## src/rtl/i2s_rx.sv

```systemverilog
// i2s_rx: oversampling I2S receiver.
// bclk, lrclk and sd are sampled in the clk domain; no I2S pin is used as a clock.
// Each left/right word pair is presented on a valid/ready interface.
// Words are MSB first and left-aligned in DATA_W bits: extra slot bits are
// dropped and short words are zero-padded.
module i2s_rx #(
  parameter int DATA_W = 24
) (
  input  logic              clk,
  input  logic              rst_n,
  input  logic              i2s_bclk,
  input  logic              i2s_lrclk,
  input  logic              i2s_sd,
  output logic [DATA_W-1:0] left_data,
  output logic [DATA_W-1:0] right_data,
  output logic              sample_valid,
  input  logic              sample_ready,
  output logic              overflow
);

  localparam int                CW      = $clog2(DATA_W + 1);
  localparam logic [CW-1:0]     CNT_MAX = CW'(DATA_W);
  localparam logic [DATA_W-1:0] MSB     = {1'b1, {(DATA_W-1){1'b0}}};

  typedef enum logic [1:0] {WAIT_SYNC, LEFT, RIGHT} state_t;

  logic              bclk_s1, bclk_s2, bclk_s3;
  logic              lr_s1, lr_s2;
  logic              sd_s1, sd_s2;
  logic              rise_q, lr_q, sd_q;
  state_t            state;
  logic              lr_prev;
  logic [DATA_W-1:0] shreg;
  logic [CW-1:0]     bit_cnt;
  logic [DATA_W-1:0] left_stage;
  logic [DATA_W-1:0] pair_r;
  logic              commit;

  // Two-flop synchronisers plus a third bclk flop for edge detection.
  // These carry no state worth clearing, so they are left out of reset; that
  // also keeps a reset from faking a bclk edge when bclk happens to be high.
  always_ff @(posedge clk) begin
    bclk_s1 <= i2s_bclk;
    bclk_s2 <= bclk_s1;
    bclk_s3 <= bclk_s2;
    lr_s1   <= i2s_lrclk;
    lr_s2   <= lr_s1;
    sd_s1   <= i2s_sd;
    sd_s2   <= sd_s1;
  end

  // Register the bclk rising-edge pulse with the lr/sd values it samples.
  always_ff @(posedge clk) begin
    if (!rst_n) begin
      rise_q <= 1'b0;
      lr_q   <= 1'b0;
      sd_q   <= 1'b0;
    end else begin
      rise_q <= bclk_s2 & ~bclk_s3;
      lr_q   <= lr_s2;
      sd_q   <= sd_s2;
    end
  end

  // Frame FSM: track lr slot boundaries, deserialise, stage left, commit pairs.
  // A boundary rise carries the LSB of the slot just ended, so it only clears
  // the shifter; the next word's MSB arrives on the following rise.
  always_ff @(posedge clk) begin
    if (!rst_n) begin
      state      <= WAIT_SYNC;
      lr_prev    <= 1'b0;
      shreg      <= '0;
      bit_cnt    <= '0;
      left_stage <= '0;
      pair_r     <= '0;
      commit     <= 1'b0;
    end else begin
      commit <= 1'b0;
      if (rise_q) begin
        lr_prev <= lr_q;
        if (lr_q != lr_prev) begin
          shreg   <= '0;
          bit_cnt <= '0;
          unique case (state)
            // only a falling lr (start of a left slot) gives frame alignment
            WAIT_SYNC: if (!lr_q) state <= LEFT;
            // lr was 0 in LEFT, so any boundary here is the rise into RIGHT
            LEFT: begin
              left_stage <= shreg;
              state      <= RIGHT;
            end
            // and here it is the fall that closes the frame
            RIGHT: begin
              pair_r <= shreg;
              commit <= 1'b1;
              state  <= LEFT;
            end
            default: state <= WAIT_SYNC;
          endcase
        end else if (bit_cnt < CNT_MAX) begin
          shreg   <= shreg | ({DATA_W{sd_q}} & (MSB >> bit_cnt));
          bit_cnt <= bit_cnt + 1'b1;
        end
      end
    end
  end

  // Output register and handshake. A new pair replaces the held one only if
  // the slot is free or being consumed this same clk; otherwise it is dropped
  // and overflow latches until reset. left_stage is not touched again until
  // the next left->right boundary, so it is still the committed left word here.
  always_ff @(posedge clk) begin
    if (!rst_n) begin
      left_data    <= '0;
      right_data   <= '0;
      sample_valid <= 1'b0;
      overflow     <= 1'b0;
    end else if (commit) begin
      if (!sample_valid || sample_ready) begin
        left_data    <= left_stage;
        right_data   <= pair_r;
        sample_valid <= 1'b1;
      end else begin
        overflow <= 1'b1;
      end
    end else if (sample_valid && sample_ready) begin
      sample_valid <= 1'b0;
    end
  end

endmodule

```

## config.mk

```make
export PLATFORM = sky130hd
export DESIGN_NAME = i2s_rx
export DESIGN_NICKNAME = d
export VERILOG_FILES = /design/src/rtl/i2s_rx.sv
export SDC_FILE = /design/constraint.sdc
export NUM_CORES = 1
export LEC_CHECK = 0
export ABC_AREA = 1
export BUFFER_PORTS_ARGS = -buffer_cell sky130_fd_sc_hd__buf_2
export CORE_MARGIN = 3
export CORE_UTILIZATION = 50
export CTS_CLUSTER_SIZE = 30
export DETAILED_ROUTE_END_ITERATION = 10
export MAX_ROUTING_LAYER = met4
export PLACE_DENSITY_LB_ADDON = 0.15
export SYNTH_ARGS = -nofsm -noshare
export SYNTH_HDL_FRONTEND = slang
export SYNTH_SLANG_ARGS = --single-unit
```

## constraint.sdc

```tcl
create_clock -name clk -period 1.46 [get_ports clk]
set_input_delay 0.146 -clock clk [delete_from_list [all_inputs] [get_ports clk]]
set_output_delay 0.146 -clock clk [all_outputs]
set_load 0.02 [all_outputs]
```

# After elaboration in Yosys (flattened, before gate mapping)
# Index checks and enable logic that the tools add are counted.
[totals] ff_bits=141 latch_bits=0 ramBits=0 rom_bits=0 input_bits=6 out_inout_bits=50 elab_cells=58 mem_count=0
[op_classes] addsub=1 mul=0 div=0 n_lt_le_gt_ge=1 eq_ne=5 n_shift=1 muxes=10 bitwise=5 reduce_logical=14
[ops] cell="$mux 24" count=2
[ops] cell="$and 24x24->24" count=1
[ops] cell="$or 24x24->24" count=1
[ops] cell="$shr 24x5->24 const A" count=1
[ops] cell="$reduce_and 3->1" count=4
[ops] cell="$mux 5" count=2
[ops] cell="$reduce_and 2->1" count=4
[ops] cell="$pmux 2 s3" count=1
[ops] cell="$add 5x1->5 const B" count=1
[ops] cell="$lt 5x5->1 const B" count=1
[ops] cell="$mux 1" count=4
[ops] cell="$reduce_bool 2->1" count=2
[ops] cell="$eq 2x1->1 const B" count=1
[ops] cell="$eq 2x2->1 const B" count=1
[ops] cell="$logic_not 2->1" count=1
[ops] cell="$mux 2" count=1
[ops] cell="$ne 2x1->1 const B" count=1
[ops] cell="$ne 2x2->1 const B" count=1
[ops] cell="$not 1->1" count=2
[ops] cell="$and 1x1->1" count=1
[ops] cell="$logic_and 1x1->1" count=1
[ops] cell="$logic_not 1->1" count=1
[ops] cell="$logic_or 1x1->1" count=1
[ops] cell="$ne 1x1->1" count=1

# Depth between registers and ports, before layout
[depth] depth_word=5 ltp_mapped=9 depth_no_buf=8

# Worst setup path after synthesis
# Ideal clock, no wire load.
[synth_path] path_type="reg2reg" from="reg sample_valid" to="reg left_data[10]" setup_time_ps=65 arrival_time_ps=1209 t_required_ps=1395 setup_slack_ps=187 stages_incl_launch_ff=7 path_buffers=2 period_less_slack_ps=1273 path_cell_list="dfxtp_1 nand2_1 nand2_1 clkbuf_2 clkbuf_1 o21ai_0 nor2_1"
[synth_between] elab_chain_len=3
[synth_lines] item="from (decl)" line="16" source="output logic sample_valid,"
[synth_lines] item="from (signal assigned)" line="116" source="sample_valid <= 1'b0;"
[synth_lines] item="from (signal assigned)" line="122" source="sample_valid <= 1'b1;"
[synth_lines] item="from (signal assigned)" line="127" source="sample_valid <= 1'b0;"
[synth_lines] item="$logic_not 1->1" line="119" source="if (!sample_valid || sample_ready) begin"
[synth_lines] item="$logic_or 1x1->1" line="119"
[synth_lines] item="$reduce_and 2->1 (no line)"
[synth_lines] item="to (signal assigned)" line="120" source="left_data <= left_stage;"
[synth_lines] item="to (decl)" line="14" source="output logic [DATA_W-1:0] left_data,"
# No other way between the ends.
# A chain may end at the register's enable or synchronous reset.

# Worst setup path after layout
[layout_path] from="reg state[1]" to="reg pair_r[13]"
[layout_between] elab_chain_len=2
[layout_lines] item="from (decl)" line="31" source="state_t state;"
[layout_lines] item="from (signal assigned)" line="70" source="state <= WAIT_SYNC;"
[layout_lines] item="from (signal assigned)" line="86" source="WAIT_SYNC: if (!lr_q) state <= LEFT;"
[layout_lines] item="from (signal assigned)" line="90" source="state <= RIGHT;"
[layout_lines] item="$eq 2x2->1" line="84" source="unique case (state)"
[layout_lines] item="$reduce_and 3->1 (no line)"
[layout_lines] item="to (signal assigned)" line="94" source="pair_r <= shreg;"
[layout_lines] item="to (decl)" line="36" source="logic [DATA_W-1:0] pair_r;"
# No other way between the ends.

==> results.cfg <==
[finish]
drive_gt1_share_pct = 14.9
antenna_cells = 0
register_area_um2 = 2820
nets = 703
fillers = 881
area_delta_synth_final_pct = 20.9
multi_input_area_um2 = 1900
utilization_pct = 62.6

[timing]
finalSetupTns_ns = 0
holdWs_ns = 0.271
tightest_slew_ns = 0.355
rsz0062_at_grt = false
clock.fmax_mhz = 758
fin_skew_ns = 0.0139
layout_setup_ws_ns = 0.141
finalHoldViolCount = 0
fin_crit_sh_pct = 90.4
slew_violations = 0
period_minus_slack_ns = 1.32
setup_violations = 0
slew_headroom_pct = 76.3

[drt]
wire_per_inst_um = 12.8
drc = 0
avgViaCountPerCell = 4.86
routed_wl_mm = 10.7
vias = 4064
drtAntennaViolNets = 0
firstDrtPassIters = 5
drtIter0Drc = 120

[clock_network]
cts.clk_slew.worst_paths_ns = 0.06
htreeDepth = 4
postCtsSetupRepairBufs = 0
insertion_delay_ns = 0.51
cts_made_buffers = 17
cts-root-buf = clkbuf_8
cts_tree = yes
clockBufferDepth = 2
cts.sinks = 141

[setup_path]
cp_common_cell = nor2_1
critPathCaptureType = flip-flop
crit_fanout = 26
crit_family = simple AND/OR/NAND/NOR gates
path_cells = inv_1 > nor2_1 > nand2_8 > inv_8 > nor2_1 > nor2_1
critPathRequiredTime_ns = 1.90
max_stage_delay_ns = 0.35
startpoint_type = flip-flop
cp.arrival_ns = 1.76
cp.buffers_inverters = 2
path_class = reg -> reg
crit_slowest_cell = dfxtp_1

[power]
switchingPower_w = 0.00170
ir_worst_vdd_mv = 0.731
switching_share_pct = 19.0
p_clk_share_pct = 54.1
p_int_w = 0.00724
pwr-share-seq_pct = 43.4
power_density_nw_per_um2 = 1450
p_leak_nw = 2.58
pwr-share-comb_pct = 2.5

[global_routing]
grt_use_total_pct = 20.4
grt_overflow = 0
antenna_found_initial = 0
grt_max_degree = 63
grt_pass1_vias = 3987
grt_pass1_wl_mm = 18.1

[logic_synthesis]
netlist_area_um2 = 5110
yosysUniqueCellTypes = 24
synth_top_cell_area_share_pct = 55.3
synthFlopType = dfxtp_1
synth_most_common_cell = nor2_1
synth_cells = 637
async_reset_ff_share_pct = 0
synth_seq_cells = 141
synth_nets = 649
synth_area_leaders = dfxtp_1 55%, nor2_1 17%, o21ai_0 7.1%
synth_common_cells = 238 x nor2_1, 141 x dfxtp_1, 72 x o21ai_0, 32 x a21oi_1, 32 x nand2_1
yosys_warnings = 0
yosysTopAreaCell = dfxtp_1
ys_seq_area_share_pct = 55.3
synth_edf_count = 0
syn_area_per_cell_um2 = 8.02

[placement]
place.gp.congestion = 0.877
hpwl_mm = 7.44
portBuffers = 55
pre_cts_ws_ns = 0.161

[floorplanning]
die_w_um = 107
initial_core_util_pct = 51.8
die-height_um = 107
placementRows = 36
die_area_um2 = 11500
core_um2 = 9860
ios = 56

[worst_hold_path]
hold_class = in -> reg

[run]
max_cap_violations = 0

[run_status]
status = finished clean
-- cells in the final DEF (no fill, tap or decap) --
cell,synthesis,layout
buf_2,10,55
inv_6,1,1
nand3_4,1,1
nor2_1,238,238
buf_4,0,5
inv_2,1,1
nand4_1,2,2
clkbuf_8,0,5
nand2_8,2,2
nand2_4,1,1
inv_8,2,2
a21oi_1,32,32
nand3_1,10,10
buf_12,4,5
dfxtp_1,141,141
ha_2,0,1
o21ai_1,27,27
o21ai_0,72,72
clkinvlp_4,0,2
clkbuf_16,0,16
bufinv_16,0,6
nor3_1,1,1
a31oi_1,1,1
o21a_1,1,1
dlygate4sd3_1,0,5
ha_1,6,5
clkinv_2,0,1
inv_1,31,31
nand2_1,32,32
clkinv_4,0,1
-- state kept, by name, summed over array words and instances, names as in the netlist, 2 cells and up --
name,cells
left_data,24
left_stage,24
pair_r,24
right_data,24
shreg,24
bit_cnt,5
state,2
-- routing by layer --
layer / share of wire (%) / global-route usage (%)
met5: 0 / -
met4: 1.7 / 9.50
met3: 3.3 / 4.21
met2: 49 / 34.5
met1: 46 / 23.1
-- power groups by stage --
stage          clock network [W]  registers [W]  logic [W]
6_report                 0.00484        0.00388   0.000220
5_1_grt                  0.00506        0.00388   0.000250
4_1_cts                  0.00490        0.00388   0.000223
3_5_place_dp                   0        0.00397   0.000210
3_3_place_gp                   0        0.00396   0.000208
2_1_floorplan                  0        0.00396   0.000150
-- final cells by class --
| type | instances | area share, % |
|---|---|---|
| well taps | 133 | 2.69 |
| multi-input cells | 426 | 30.7 |
| inverters | 35 | 2.45 |
| clock inverters | 10 | 3.38 |
| repair buffers | 70 | 7.49 |
| clock buffers | 21 | 7.59 |
| flip-flops and latches | 141 | 45.7 |
-- stage by stage --
step                      cells  total power [W]  area, µm²
after floorplan             637          0.00411       5110
after global placement      800          0.00417       5450
after detailed placement    800          0.00417       5450
after CTS                   836          0.00901       6180
after global routing        836          0.00919       6180
final                       836          0.00894       6180
-- worst paths after layout --
kind | startpoint | endpoint | slack, ns | cells past startpoint
max | state[1]$_SDFFE_PN0P_ | pair_r[13]$_SDFFE_PN0P_ | 0.14 | 6
min | i2s_lrclk | lr_s1$_DFF_P_ | 0.27 | 2
max reg2reg | state[1]$_SDFFE_PN0P_ | pair_r[13]$_SDFFE_PN0P_ | 0.14 | 6
min reg2reg | sd_s1$_DFF_P_ | sd_s2$_DFF_P_ | 0.33 | 0
-- what timing repair did --
item / 4_1_cts / 5_1_grt
setup endpoints to repair: 0 / 1
gates resized for setup: 0 / 1
endpoints found under the hold margin: 5 / 0
hold buffers: 5 / 0
-- cells by family after synthesis --
family          Yosys count  synth area share, %
flops                   141                 55.3
fa+ha+maj                 6                 1.47
simple gates            287                 22.5
buf+inv                  70                 7.67
compound gates          133                 13.1
No activity file was read; power rests on OpenSTA's default activity.
